<file path="config.mk">
export PLATFORM = sky130hd
export DESIGN_NAME = state_setting
export DESIGN_NICKNAME = d
export VERILOG_FILES = /design/src/rtl/state_setting_pkg.sv /design/src/rtl/state_setting_button_autorepeat.sv /design/src/rtl/state_setting.sv
export SDC_FILE = /design/constraint.sdc
export NUM_CORES = 1
export LEC_CHECK = 0
export CAP_MARGIN = 25
export CORE_UTILIZATION = 55
export CTS_CLUSTER_SIZE = 30
export DETAILED_ROUTE_END_ITERATION = 8
export DONT_BUFFER_PORTS = 1
export GPL_TIMING_DRIVEN = 0
export PLACE_DENSITY = 0.74
export SLEW_MARGIN = 20
export SYNTH_ARGS = -nofsm -noshare
export SYNTH_HDL_FRONTEND = slang
export SYNTH_HIERARCHICAL = 1
export SYNTH_SLANG_ARGS = --single-unit
</file>
<file path="constraint.sdc">
create_clock -name clk -period 3.7 [get_ports clk]
set_input_delay 0.37 -clock clk [delete_from_list [all_inputs] [get_ports clk]]
set_output_delay 0.37 -clock clk [all_outputs]
set_load 0.01 [all_outputs]
</file>
<file path="src/rtl/state_setting_pkg.sv">
// Shared definitions for the time-entry state: edit-field encoding,
// BCD digit limits and the BCD step helper used on the mm:ss preset.
package state_setting_pkg;

  typedef enum logic {
    EDIT_MIN = 1'b0,
    EDIT_SEC = 1'b1
  } field_e;

  localparam logic [3:0] SEC_MAX_TENS = 4'd5;
  localparam logic [3:0] MIN_MAX_TENS = 4'd9;
  localparam logic [3:0] DIGIT_MAX    = 4'd9;

  // Step a two-digit BCD field by +/-1, wrapping at max_tens:DIGIT_MAX
  // (59 for seconds, 99 for minutes). The arithmetic is done per digit
  // and never in binary.
  function automatic logic [7:0] bcd_step(input logic [7:0] value,
                                          input logic       up,
                                          input logic [3:0] max_tens);
    logic [3:0] tens;
    logic [3:0] units;
    tens  = value[7:4];
    units = value[3:0];
    if (up) begin
      if (units == DIGIT_MAX) begin
        units = 4'd0;
        tens  = (tens == max_tens) ? 4'd0 : tens + 4'd1;
      end else begin
        units = units + 4'd1;
      end
    end else begin
      if (units == 4'd0) begin
        units = DIGIT_MAX;
        tens  = (tens == 4'd0) ? max_tens : tens - 4'd1;
      end else begin
        units = units - 4'd1;
      end
    end
    return {tens, units};
  endfunction

endpackage

</file>
<file path="src/rtl/state_setting_button_autorepeat.sv">
// Edge detect plus hold/auto-repeat for one debounced button. Emits a
// one-cycle step on the rising edge, again after HOLD_CYCLES of holding,
// then every REPEAT_CYCLES until release.
module button_autorepeat #(
  parameter int HOLD_CYCLES   = 500000,
  parameter int REPEAT_CYCLES = 100000
) (
  input  logic clk,
  input  logic reset,
  input  logic enable,
  input  logic btn,
  input  logic clear,
  output logic step
);

  localparam int MAX_CNT = (HOLD_CYCLES > REPEAT_CYCLES) ? HOLD_CYCLES : REPEAT_CYCLES;
  localparam int CNT_W   = $clog2(MAX_CNT + 1);
  localparam logic [CNT_W-1:0] HOLD_C   = CNT_W'(HOLD_CYCLES);
  localparam logic [CNT_W-1:0] REPEAT_C = CNT_W'(REPEAT_CYCLES);
  localparam logic [CNT_W-1:0] ONE      = CNT_W'(1);

  logic             btn_q;
  logic [CNT_W-1:0] cnt;
  logic             repeating;
  logic             rise;
  logic             fire;
  logic [CNT_W-1:0] limit;

  assign rise  = btn & ~btn_q;
  assign limit = repeating ? REPEAT_C : HOLD_C;
  assign fire  = btn & btn_q & (cnt == limit);
  assign step  = enable & ~clear & (rise | fire);

  // Edge register always tracks the button so a swallowed edge is never replayed later.
  always_ff @(posedge clk or negedge reset) begin
    // NOTE: sequential state uses non-blocking (<=) so every register samples pre-edge values.
    if (!reset) begin
      btn_q     <= 1'b0;
      cnt       <= '0;
      repeating <= 1'b0;
    end else begin
      btn_q <= btn;
      if (!enable || clear || !btn) begin
        cnt       <= '0;
        repeating <= 1'b0;
      end else if (rise) begin
        cnt       <= ONE;
        repeating <= 1'b0;
      end else if (fire) begin
        cnt       <= ONE;
        repeating <= 1'b1;
      end else begin
        cnt <= cnt + ONE;
      end
    end
  end

endmodule

</file>
<file path="src/rtl/state_setting.sv">
// Time-entry state: edits the BCD mm:ss preset with Up/Down/Select,
// drives the preset to the countdown and a blink mask to the display.
module state_setting
  import state_setting_pkg::*;
#(
  parameter logic [2:0]  stateID       = 3'd1,
  parameter logic [15:0] DEFAULT_VALUE = 16'h0100,
  parameter int          HOLD_CYCLES   = 500000,
  parameter int          REPEAT_CYCLES = 100000
) (
  input  logic        clk,
  input  logic        reset,
  input  logic [2:0]  currentState,
  input  logic        btnSelect,
  input  logic        btnUp,
  input  logic        btnDown,
  input  logic        blinkTick,
  output logic [15:0] initialClockValue,
  output logic [15:0] digitsOut,
  output logic [3:0]  blankMask,
  output logic        valueNonZero
);

  logic        active, active_q, entry;
  logic        sel_q, sel_edge, both, clear;
  logic        step_up, step_dn;
  field_e      field_q, field_d;
  logic [15:0] preset_q, preset_d;
  logic        blink_q, blink_d;
  logic [3:0]  mask_q, mask_d;
  logic        nz_q, nz_d;

  assign active   = (currentState == stateID);
  assign entry    = active & ~active_q;
  assign sel_edge = active & btnSelect & ~sel_q;
  assign both     = btnUp & btnDown;
  // Entry, a select edge or both buttons pressed all suppress stepping and restart hold counting.
  assign clear    = entry | sel_edge | both;

  button_autorepeat #(
    .HOLD_CYCLES   (HOLD_CYCLES),
    .REPEAT_CYCLES (REPEAT_CYCLES)
  ) u_up (
    .clk    (clk),
    .reset  (reset),
    .enable (active),
    .btn    (btnUp),
    .clear  (clear),
    .step   (step_up)
  );

  button_autorepeat #(
    .HOLD_CYCLES   (HOLD_CYCLES),
    .REPEAT_CYCLES (REPEAT_CYCLES)
  ) u_down (
    .clk    (clk),
    .reset  (reset),
    .enable (active),
    .btn    (btnDown),
    .clear  (clear),
    .step   (step_dn)
  );

  // Next-state: field FSM, preset stepping, blink phase and registered output decode.
  always_comb begin
    // NOTE: every output of this block gets a default first, so no path can infer a latch.
    field_d  = field_q;
    preset_d = preset_q;
    blink_d  = blink_q;
    if (active) begin
      if (entry) begin
        field_d = EDIT_MIN;
        blink_d = 1'b0;
      end else if (sel_edge) begin
        field_d = (field_q == EDIT_MIN) ? EDIT_SEC : EDIT_MIN;
        blink_d = 1'b0;
      end else if (step_up || step_dn) begin
        blink_d = 1'b0;
        if (field_q == EDIT_MIN) begin
          preset_d[15:8] = bcd_step(preset_q[15:8], step_up, MIN_MAX_TENS);
        end else begin
          preset_d[7:0]  = bcd_step(preset_q[7:0], step_up, SEC_MAX_TENS);
        end
      end else if (blinkTick) begin
        blink_d = ~blink_q;
      end
    end
    nz_d   = (preset_d != 16'h0000);
    mask_d = 4'b0000;
    if (active && blink_d) begin
      mask_d = (field_d == EDIT_MIN) ? 4'b1100 : 4'b0011;
    end
  end

  // State and output registers.
  always_ff @(posedge clk or negedge reset) begin
    if (!reset) begin
      active_q <= 1'b0;
      sel_q    <= 1'b0;
      field_q  <= EDIT_MIN;
      preset_q <= DEFAULT_VALUE;
      blink_q  <= 1'b0;
      mask_q   <= 4'b0000;
      nz_q     <= (DEFAULT_VALUE != 16'h0000);
    end else begin
      active_q <= active;
      sel_q    <= btnSelect;
      field_q  <= field_d;
      preset_q <= preset_d;
      blink_q  <= blink_d;
      mask_q   <= mask_d;
      nz_q     <= nz_d;
    end
  end

  assign initialClockValue = preset_q;
  assign digitsOut         = preset_q;
  assign blankMask         = mask_q;
  assign valueNonZero      = nz_q;

endmodule

</file>
==> reports/summary.txt, run 1 <==
#FFs+latches synth -> 65
DR vias/cell -> 6.28
Seq. cell area -> 1630 sq um
DRC -> 0
Synth area leader -> dfrtp_1
Count of cell types in the netlist -> 62
Rel. slew slack -> 60.0%
WL/cell -> 16.4 microns
Min Tclk post-route -> 3490 ps
Clk root buf -> clkbuf_8
CTS buffer count -> 9
Worst-Skew Late Latency -> 350 ps
Worst Tran Pin Value -> 599 ps
R2R setup slack -> 210 ps
Hold_sp -> btnSelect
First-pass GRT wire length -> 15600 microns
Design Power -> 1370 uW
Final core occ -> 64.4%
Core footprint -> 6940 sq um
Htree depth -> 3
Die Wd -> 87.7 microns
Synth top area cells -> dfrtp_1 39%, xnor2_1 5.0%, nor3_1 4.1%
P_leak -> 0.00166 uW
Post-DRT Antenna Nets -> 0
RR Endpoint -> valueNonZero$_DFF_PN1_
Boundary Pins -> 46
Diodes inserted -> 0
DRT Wirelength -> 9230 microns
Syn nets -> 460
Async SR Flop Fraction -> 100%
Max-cap viol count -> 0
Antenna violations before repair -> 0
Clock slew at reported path FFs -> 70 ps
CTS tree -> yes
Drt pass-1 iters -> 5
Hold Fails Final Rpt -> 0
Outcome -> finished, final reports clean
Nets -> 476
Worst setup path class -> reg2reg
Tightest Hold Check Type -> in2reg
Post-synthesis sequential area ratio -> 40.3%
Post-synth EDFFs -> 0
RR Startpoint -> u_up/cnt[0]$_DFF_PN0_
Final setup violating endpoints -> 0
Clock Skews -> 9.14 ps
Worst vdd ir -> 0.189 mV
Fillers -> 571
Area grow syn2layout -> 10.7%
WP data required -> 3950 ps
Clock sinks -> 65
Ys flop type -> dfrtp_1
Top-area cell type share of the netlist area -> 39.0%
Vias -> 3542
Cells after Synth -> 447
CP Launch Type -> flop
Initial Util -> 58.2%
Cell Area, Synth -> 4040 sq um
CP max-delay cell -> or4_1
Cell Pwr Density -> 305 nW/um^2
RSZ-0062 raised after global routing -> no
Period Utilization, post-route -> 94.3%
CTS Buffer Depth -> 2
Max Freq -> 0.287 GHz
Max Slew Vio Count -> 0
Site row count -> 30
Yosys warnings -> 6
CP max stage delay -> 440 ps
PortBufs -> 0
WHS Endpoint -> sel_q$_DFF_PN0_
Area of the multi-input gates -> 2160 sq um
Final setup margin -> 211 ps
Detailed Route Iter0 Violations -> 185
Worst Path Max Fanout -> 10
DIE AREA -> 7690 sq um
GRT Total Usage -> 26.2%
Hold Path Stages -> 0
Place WS -> -585 ps
Post-DP HPWL -> 6440 microns
RD Place Congestion -> 0.871
CP Data Arrival Time -> 3740 ps
Chip Height -> 87.7 microns
Layout cells sized above 1 -> 13.9%
CP Cell Sequence -> inv_1 -> ha_1 -> nand4b_1 -> or4_1 -> a211oi_2 -> buf_4 -> o21a_4 -> and2_1 -> clkbuf_1 -> a22oi_1 -> o21a_1 -> a221o_1 -> nor4_1 -> nand4_1
Setup TNS -> 0 ps
Total grt overflow -> 0
Pin count of the biggest net entering global routing -> 66
CP Capture Type -> flop
Vias in the first global route -> 3315
Register-to-Register Path Depth -> 14
Avg Synthesized Cell Area -> 9.04 sq um
timing repair:
action,CTS,global route
hold buffers,2,0
gates resized for setup,6,12
setup buffers,2,2
endpoints found under the setup margin,8,3
pin swaps,1,1
endpoints found under the hold margin,65,0
layer usage:
layer  wire (microns)  global-route usage (%)  share of wire [%]
met4              172                    12.4                1.9
met5                0                       0                  0
met1             4100                    34.5                 44
met2             4510                    41.4                 49
met3              454                    5.56                4.9
synth_stat cells, types with 3 or more instances:
library cell	count
a211oi_1	14
a21oi_1	4
a22oi_1	3
and3_1	6
buf_2	4
buf_4	18
clkbuf_1	16
dfrtp_1	63
ha_1	4
inv_1	17
mux2i_1	4
nand2_1	33
nand2b_1	6
nand3_1	27
nand3b_1	5
nand4_1	9
nand4b_1	4
nor2_1	14
nor2b_1	11
nor3_1	33
nor3b_1	3
nor4_1	16
o211a_1	3
o211ai_1	4
o21a_1	3
o21ai_0	25
o31ai_1	3
or3_1	12
or4_1	9
or4_4	4
xnor2_1	23
xor2_1	6
critical path: cells and delay by family, from the launching register on:
family	cells	cell delay, ps
buffers and inverters	3	550
AO/OA/AOI/OAI	5	1130
adder cells (fa/ha/maj)	1	140
AND/OR/NAND/NOR	5	1150
flip-flops	1	430
layout by cell type (no fill, tap or decap), types with 9 or more instances in the layout:
cell type / count
a211oi_1: 12
buf_4: 24
clkbuf_1: 17
clkbuf_8: 10
dfrtp_1: 63
inv_1: 17
nand2_1: 33
nand3_1: 27
nand4_1: 9
nor2_1: 13
nor2b_1: 11
nor3_1: 33
nor4_1: 16
o21ai_0: 25
or3_1: 12
or4_1: 9
xnor2_1: 23
registers in the layout (all words and copies together), names as in the netlist:
| signal | count |
|---|---|
| field_q | 1 |
| blankMask | 2 |
| u_up/repeating | 1 |
| valueNonZero | 1 |
| u_down/repeating | 1 |
| u_up/btn_q | 1 |
| digitsOut | 16 |
| blink_q | 1 |
| sel_q | 1 |
| u_down/btn_q | 1 |
| active_q | 1 |
| u_up/cnt | 19 |
| u_down/cnt | 19 |
layout make-up:
type / count / area share (%)
multi-input cells: 324 / 48.3
plain buffers: 40 / 5.43
well taps: 96 / 2.69
flip-flops and latches: 65 / 36.4
repair buffers: 6 / 1.51
clock inverters: 3 / 0.896
clock buffers: 13 / 3.33
inverters: 17 / 1.43
worst max path at each step:
stage,startpoint,end,slack (ps),cells after the start
finish,u_up/cnt[0]$_DFF_PN0_,valueNonZero$_DFF_PN1_,210,14
global route,u_up/cnt[0]$_DFF_PN0_,valueNonZero$_DFF_PN1_,10,14
CTS,u_down/cnt[0]$_DFF_PN0_,valueNonZero$_DFF_PN1_,10,13
detailed placement,u_up/cnt[0]$_DFF_PN0_,valueNonZero$_DFF_PN1_,-590,14
global placement,u_up/cnt[0]$_DFF_PN0_,valueNonZero$_DFF_PN1_,-430,14
floorplan,u_up/cnt[0]$_DFF_PN0_,valueNonZero$_DFF_PN1_,300,14
kinds of logic after synthesis:
logic type | count (synthesis) | synth area share, %
compound gates | 84 | 14.9
xor+xnor | 29 | 6.29
fa+ha+maj | 4 | 1.24
buf+inv | 58 | 7.37
flops | 65 | 40.3
mux | 4 | 0.991
simple gates | 203 | 28.9
through the flow:
| stage | hold WS [ps] | area, sq um | std cells |
|---|---|---|---|
| 5_1_grt | 34.3 | 4470 | 564 |
| 3_5_place_dp | 77.3 | 4160 | 543 |
| 6_report | 51.1 | 4470 | 564 |
| 3_3_place_gp | 76.9 | 4160 | 543 |
| 4_1_cts | 40.4 | 4420 | 562 |
| 2_1_floorplan | 74.4 | 4040 | 447 |
power by group:
part,internal (uW),switching [uW],leakage [uW]
Sequential,715,4.73,0.000862
Combinational,15.7,33.3,0.000704
Clock,328,268,0.0000974
Total,1060,306,0.00166
(Power assumes the default switching activity.)
==> run 2, diff against run 1 <==
PLACE_DENSITY = 0.7   (was 0.74)
==> run 2 against run 1 <==
  * Sequential cell count unchanged
  * Power fell by 3.5%
  * Critical endpoint unchanged
  * Die area stayed put
  * First-iteration DRC count grew 13%
  * Count of clock-buffer cells in the layout is the same
  * Sequential power about the same
  * Worst hold slack worse by 7.7 ps
  * Final cell count grew 1.1%
==> reports/summary.txt, run 2 (synthesized netlist as in run 1, its figures left out) <==
WL/cell -> 16.2 microns (was 16.4 microns)
Outcome -> finished, final reports clean (unchanged)
Max Slew Vio Count -> 0 (unchanged)
Layout cells sized above 1 -> 14.8% (was 13.9%)
DIE AREA -> 7690 sq um (unchanged)
CTS buffer count -> 9 (unchanged)
Clk root buf -> clkbuf_8 (unchanged)
Most frequent cells in the layout -> 63 x dfrtp_1, 33 x nand2_1, 33 x nor3_1 (unchanged)
Core footprint -> 6940 sq um (unchanged)
Clock sinks -> 65 (unchanged)
Met1 WL -> 4180 microns (was 4100 microns)
Chip Height -> 87.7 microns (unchanged)
DRT Wirelength -> 9250 microns (was 9230 microns)
Post-DP HPWL -> 6250 microns (was 6440 microns)
GRT Total Usage -> 26.0% (was 26.2%)
WP data required -> 3990 ps (was 3950 ps)
RD Place Congestion -> 0.860 (was 0.871)
RSZ-0062 raised after global routing -> no (unchanged)
Max-cap viol count -> 0 (unchanged)
CP Cell Sequence -> inv_1 -> ha_1 -> nand4b_1 -> or4_1 -> a211oi_4 -> buf_6 -> o21a_4 -> nor2_1 -> or4_1 -> buf_2 -> or3_1 -> o211ai_1 -> a2111oi_2 -> nand4_1 (was inv_1 -> ha_1 -> nand4b_1 -> or4_1 -> a211oi_2 -> buf_4 -> o21a_4 -> and2_1 -> clkbuf_1 -> a22oi_1 -> o21a_1 -> a221o_1 -> nor4_1 -> nand4_1)
CTS Buffer Depth -> 2 (unchanged)
DR vias/cell -> 6.18 (was 6.28)
Cell area after layout -> 4520 sq um (was 4470 sq um)
Max Used Layer -> met4 (unchanged)
Diodes inserted -> 0 (unchanged)
Hold Fails Final Rpt -> 0 (unchanged)
Met2 WL -> 4540 microns (was 4510 microns)
CTS tree -> yes (unchanged)
Worst Path Max Fanout -> 9 (was 10)
Pin count of the biggest net entering global routing -> 66 (unchanged)
Cell Pwr Density -> 292 nW/um^2 (was 305 nW/um^2)
Register-to-Register Path Depth -> 14 (unchanged)
Die Wd -> 87.7 microns (unchanged)
Worst Tran Pin Value -> 623 ps (was 599 ps)
Total grt overflow -> 0 (unchanged)
CP Data Arrival Time -> 3750 ps (was 3740 ps)
Rel. slew slack -> 58.4% (was 60.0%)
Setup TNS -> 0 ps (unchanged)
Site row count -> 30 (unchanged)
Tightest Hold Check Type -> in2reg (unchanged)
Boundary Pins -> 46 (unchanged)
Antenna violations before repair -> 0 (unchanged)
First-pass GRT wire length -> 15500 microns (was 15600 microns)
Met3 Routed Length -> 446 microns (was 454 microns)
Most common cell after layout, fill and taps aside -> dfrtp_1 (unchanged)
Area grow syn2layout -> 11.9% (was 10.7%)
CP Capture Type -> flop (unchanged)
CP max stage delay -> 490 ps (was 440 ps)
Worst setup path class -> reg2reg (unchanged)
CP Launch Type -> flop (unchanged)
Detailed Route Iter0 Violations -> 209 (was 185)
Worst-Skew Late Latency -> 350 ps (about the same)
Clock slew at reported path FFs -> 80 ps (was 70 ps)
Initial Util -> 58.2% (unchanged)
Post-DRT Antenna Nets -> 0 (unchanged)
Drt pass-1 iters -> 5 (unchanged)
PortBufs -> 0 (unchanged)
Critical Path Most Common Cell -> or4_1
Max Freq -> 0.289 GHz (was 0.287 GHz)
Min Tclk post-route -> 3450 ps (was 3490 ps)
Hold Path Stages -> 0 (unchanged)
Vias in the first global route -> 3276 (was 3315)
Final setup violating endpoints -> 0 (unchanged)
Htree depth -> 3 (unchanged)
Nets -> 482 (was 476)
CP max-delay cell -> or4_1 (unchanged)
Worst vdd ir -> 0.200 mV (was 0.189 mV)
Vias -> 3520 (was 3542)
P_leak -> 0.00169 uW (was 0.00166 uW)
Clock Skews -> 11.0 ps (was 9.14 ps)
DRC -> 0 (unchanged)
Placed Area -> 4160 sq um (unchanged)
Period Utilization, post-route -> 93.4% (was 94.3%)
run 2: per-stage QoR:
step | utilization (%) | power, uW | std cells | hold WS [ps] | setup WS, ps
after floorplan | - | 756 | 447 | 74.4 | 300
after detailed placement | 59.9 | 763 | 543 | 76.0 | -470
final | 65.1 | 1320 | 570 | 43.4 | 246
after CTS | 63.3 | 1330 | 562 | 34.9 | 25.2
after global placement | 59.9 | 762 | 543 | 76.0 | -465
after global routing | 65.1 | 1360 | 570 | 26.3 | 18.9
run 2: per-layer routing:
layer / GRT usage (%) / up-vias
met1: 34.5 / 1715
met3: 6.88 / 8
met2: 42.1 / 101
met4: 6.71 / 0
met5: 0 / -
li1: - / 1696
run 2: path summary, 6_finish.rpt:
| path | slack, ps | end | from |
|---|---|---|---|
| max | 250 | valueNonZero$_DFF_PN1_ | u_down/cnt[0]$_DFF_PN0_ |
| min | 40 | sel_q$_DFF_PN0_ | btnSelect |
| max reg2reg | 250 | valueNonZero$_DFF_PN1_ | u_down/cnt[0]$_DFF_PN0_ |
| min reg2reg | 510 | blink_q$_DFF_PN0_ | blink_q$_DFF_PN0_ |
| max in group asynchronous | 2820 | digitsOut[8]$_DFF_PN1_ | reset |
| min in group asynchronous | 540 | u_up/cnt[9]$_DFF_PN0_ | reset |
run 2: what timing repair did:
| action | CTS | global route |
|---|---|---|
| setup endpoints to repair | 6 | 6 |
| hold buffers | 2 | 0 |
| pin swaps | 1 | 2 |
| endpoints found under the hold margin | 65 | 0 |
| resized for setup | 4 | 18 |
| setup buffers | 2 | 8 |
| gates cloned | 0 | 0 |
run 2: final cells by class:
cell class | instances | area [sq um]
Inverter | 17 | 63.8
Fill cell | 611 | 2420
Sequential cell | 65 | 1630
Clock buffer | 13 | 159
Multi-Input combinational cell | 324 | 2170
Buffer | 40 | 246
Clock inverter | 3 | 15.0
Tap cell | 96 | 120
Timing Repair Buffer | 12 | 113
run 2: critical path: cells and delay by family (launching register included):
| family | cells | cell delay (ps) |
|---|---|---|
| compound gates | 4 | 710 |
| fa+ha+maj | 1 | 150 |
| flops | 1 | 430 |
| simple gates | 6 | 1670 |
| buf+inv | 3 | 450 |
run 2: power breakdown:
group,internal [uW],switching [uW],leakage (uW)
Clock,277,272,0.0000932
Sequential,715,4.62,0.000862
Combinational,15.8,33.5,0.000736
==> run 3, diff against run 2 <==
PLACE_DENSITY = 0.73   (was 0.7)
clock period = 2.95 ns   (was 3.7 ns; I/O delays follow)
==> run 3 against run 2 <==
  * The flow now finishes with violations (negative setup slack)
  * Setup slack got worse by 610 ps
  * Critical path type unchanged
  * Design area increased by 8.6%
  * Largest cell class unchanged
  * Via count increased by 4.7%
  * Critical path depth increased by 1
  * Final cell count increased by 4.0%
  * Worst hold slack improved by 34 ps
  * Clock power increased by 55%
  * Count of clock-buffer cells in the layout decreased by 4
  * Sequential share of layout area decreased by 2.9 points
  * Global-route usage increased by 0.51 points
  * Register-to-register slack got worse by 610 ps
  * Core utilization increased by 5.6 points
==> reports/summary.txt, run 3 (synthesized netlist as in run 1, its figures left out) <==
Outcome -> finished, violations left (was finished, final reports clean)
Failing checks -> negative setup slack
DRC -> 0 (unchanged)
Site row count -> 30 (unchanged)
Die Wd -> 87.7 microns (unchanged)
WP data required -> 3210 ps (was 3990 ps)
Finished Layout Cells -> 593 (was 570)
Setup TNS -> -1340 ps (was 0 ps)
RR Startpoint -> u_up/cnt[1]$_DFF_PN0_ (was u_down/cnt[0]$_DFF_PN0_)
Clock sinks -> 65 (unchanged)
DR vias/cell -> 6.21 (was 6.18)
Hold_ws -> 77.0 ps (was 43.4 ps)
RSZ-0062 raised after global routing -> yes (was no)
Hold_sp -> btnDown (was btnSelect)
DIE AREA -> 7690 sq um (unchanged)
Detailed Route Iter0 Violations -> 226 (was 209)
Cell area after layout -> 4910 sq um (was 4520 sq um)
Sum of buffers and inverters on the critical path -> 4 (was 3)
Chip Height -> 87.7 microns (unchanged)
PortBufs -> 0 (unchanged)
Most frequent cells in the layout -> 63 x dfrtp_1, 49 x buf_4, 32 x nand2_1 (was 63 x dfrtp_1, 33 x nand2_1, 33 x nor3_1)
Final core occ -> 70.7% (was 65.1%)
Diodes inserted -> 0 (unchanged)
Nets -> 505 (was 482)
CP delay by family, top -> simple AND/OR/NAND/NOR gates (unchanged)
Worst-Skew Late Latency -> 350 ps (about the same)
CP max stage delay -> 520 ps (was 490 ps)
CTS buffer count -> 9 (unchanged)
Antenna violations before repair -> 0 (unchanged)
Pin count of the biggest net entering global routing -> 66 (unchanged)
Final setup margin -> -363 ps (was 246 ps)
RD Place Congestion -> 0.835 (was 0.860)
CTS tree -> yes (unchanged)
Worst Tran Pin Value -> 652 ps (was 623 ps)
CP max-delay cell -> or4_4 (was or4_1)
First-pass GRT wire length -> 15800 microns (was 15500 microns)
GRT Total Usage -> 26.5% (was 26.0%)
Drt pass-1 iters -> 4 (was 5)
Rel. slew slack -> 56.5% (was 58.4%)
Cell Pwr Density -> 372 nW/um^2 (was 292 nW/um^2)
Vias in the first global route -> 3268 (was 3276)
Clock slew at reported path FFs -> 80 ps (about the same)
CP Launch Type -> flop (unchanged)
Post-DP HPWL -> 6190 microns (was 6250 microns)
Critical Path Most Common Cell -> nand4_1 (was or4_1)
CTS Buffer Depth -> 2 (unchanged)
Area grow syn2layout -> 21.6% (was 11.9%)
CP Capture Type -> flop (unchanged)
Worst Setup SP -> u_up/cnt[1]$_DFF_PN0_ (was u_down/cnt[0]$_DFF_PN0_)
Total grt overflow -> 0 (unchanged)
Max-cap viol count -> 0 (unchanged)
Initial Util -> 58.2% (unchanged)
DRT Wirelength -> 9840 microns (was 9250 microns)
DP Cell Count -> 543 (unchanged)
Clk root buf -> clkbuf_8 (unchanged)
Max Slew Vio Count -> 0 (unchanged)
Clock Skews -> 7.98 ps (was 11.0 ps)
Vias -> 3685 (was 3520)
CP Data Arrival Time -> 3570 ps (was 3750 ps)
Worst vdd ir -> 0.291 mV (was 0.200 mV)
Layout cells sized above 1 -> 23.7% (was 14.8%)
Worst setup path class -> reg2reg (unchanged)
Boundary Pins -> 46 (unchanged)
Max Freq -> 0.302 GHz (was 0.289 GHz)
Htree depth -> 3 (unchanged)
Final setup violating endpoints -> 7 (was 0)
Min Tclk post-route -> 3310 ps (was 3450 ps)
CP Cell Sequence -> inv_2 -> ha_4 -> nand4b_1 -> or4_4 -> a211oi_4 -> buf_4 -> o21a_1 -> clkbuf_8 -> clkbuf_4 -> nand4_1 -> a2111oi_1 -> o211a_1 -> a21oi_1 -> nor3_1 -> nand4_1 (was inv_1 -> ha_1 -> nand4b_1 -> or4_1 -> a211oi_4 -> buf_6 -> o21a_4 -> nor2_1 -> or4_1 -> buf_2 -> or3_1 -> o211ai_1 -> a2111oi_2 -> nand4_1)
Hold Fails Final Rpt -> 0 (unchanged)
Tightest Hold Check Type -> in2reg (unchanged)
Post-DRT Antenna Nets -> 0 (unchanged)
Worst Path Max Fanout -> 10 (was 9)
Placed Area -> 4200 sq um (was 4160 sq um)
Most common cell after layout, fill and taps aside -> dfrtp_1 (unchanged)
Period Utilization, post-route -> 112% (was 93.4%)
Core footprint -> 6940 sq um (unchanged)
WL/cell -> 16.6 microns (was 16.2 microns)
P_leak -> 0.00188 uW (was 0.00169 uW)
run 3: routing by layer:
| metal | GRT usage, % | share of wire (%) | up-vias |
|---|---|---|---|
| li1 | - | - | 1738 |
| met2 | 39.6 | 48 | 127 |
| met1 | 38.8 | 46 | 1807 |
| met3 | 3.96 | 5.0 | 13 |
| met4 | 9.99 | 1.2 | 0 |
| met5 | 0 | 0 | - |
run 3: final timing paths:
| path | endpoint | slack (ps) | cells past startpoint |
|---|---|---|---|
| max in group asynchronous | digitsOut[8]$_DFF_PN1_ | 2170 | 2 |
| min reg2reg | blink_q$_DFF_PN0_ | 530 | 1 |
| max reg2reg | valueNonZero$_DFF_PN1_ | -360 | 15 |
| min | u_down/cnt[0]$_DFF_PN0_ | 80 | 1 |
| max | valueNonZero$_DFF_PN1_ | -360 | 15 |
| min in group asynchronous | digitsOut[14]$_DFF_PN0_ | 480 | 2 |
run 3: where the power goes:
part | internal, uW | total [uW] | switching [uW]
Combinational | 25.6 | 71.0 | 45.4
Clock | 474 | 852 | 379
Sequential | 896 | 902 | 5.87
Total | 1400 | 1830 | 430
run 3: layout make-up:
type                    count  area [sq um]
fillers                   513          2030
repair buffers             36           308
inverters                  17          63.8
flip-flops and latches     65          1630
clock buffers               9           124
multi-input cells         324          2320
plain buffers              39           254
clock inverters             7          95.1
well taps                  96           120
run 3: stage by stage:
step,total power (uW),worst slack [ps]
detailed placement,957,-670
CTS,1830,-210
global placement,956,-650
global route,1890,-507
finish,1830,-363
floorplan,949,-219
run 3: repair_timing:
item                                   in CTS  in global routing
setup buffers                              14                 17
endpoints found under the hold margin      68                  0
gates resized for setup                    13                 42
hold buffers                                5                  0
pin swaps                                   9                 20
setup endpoints to repair                  19                 18
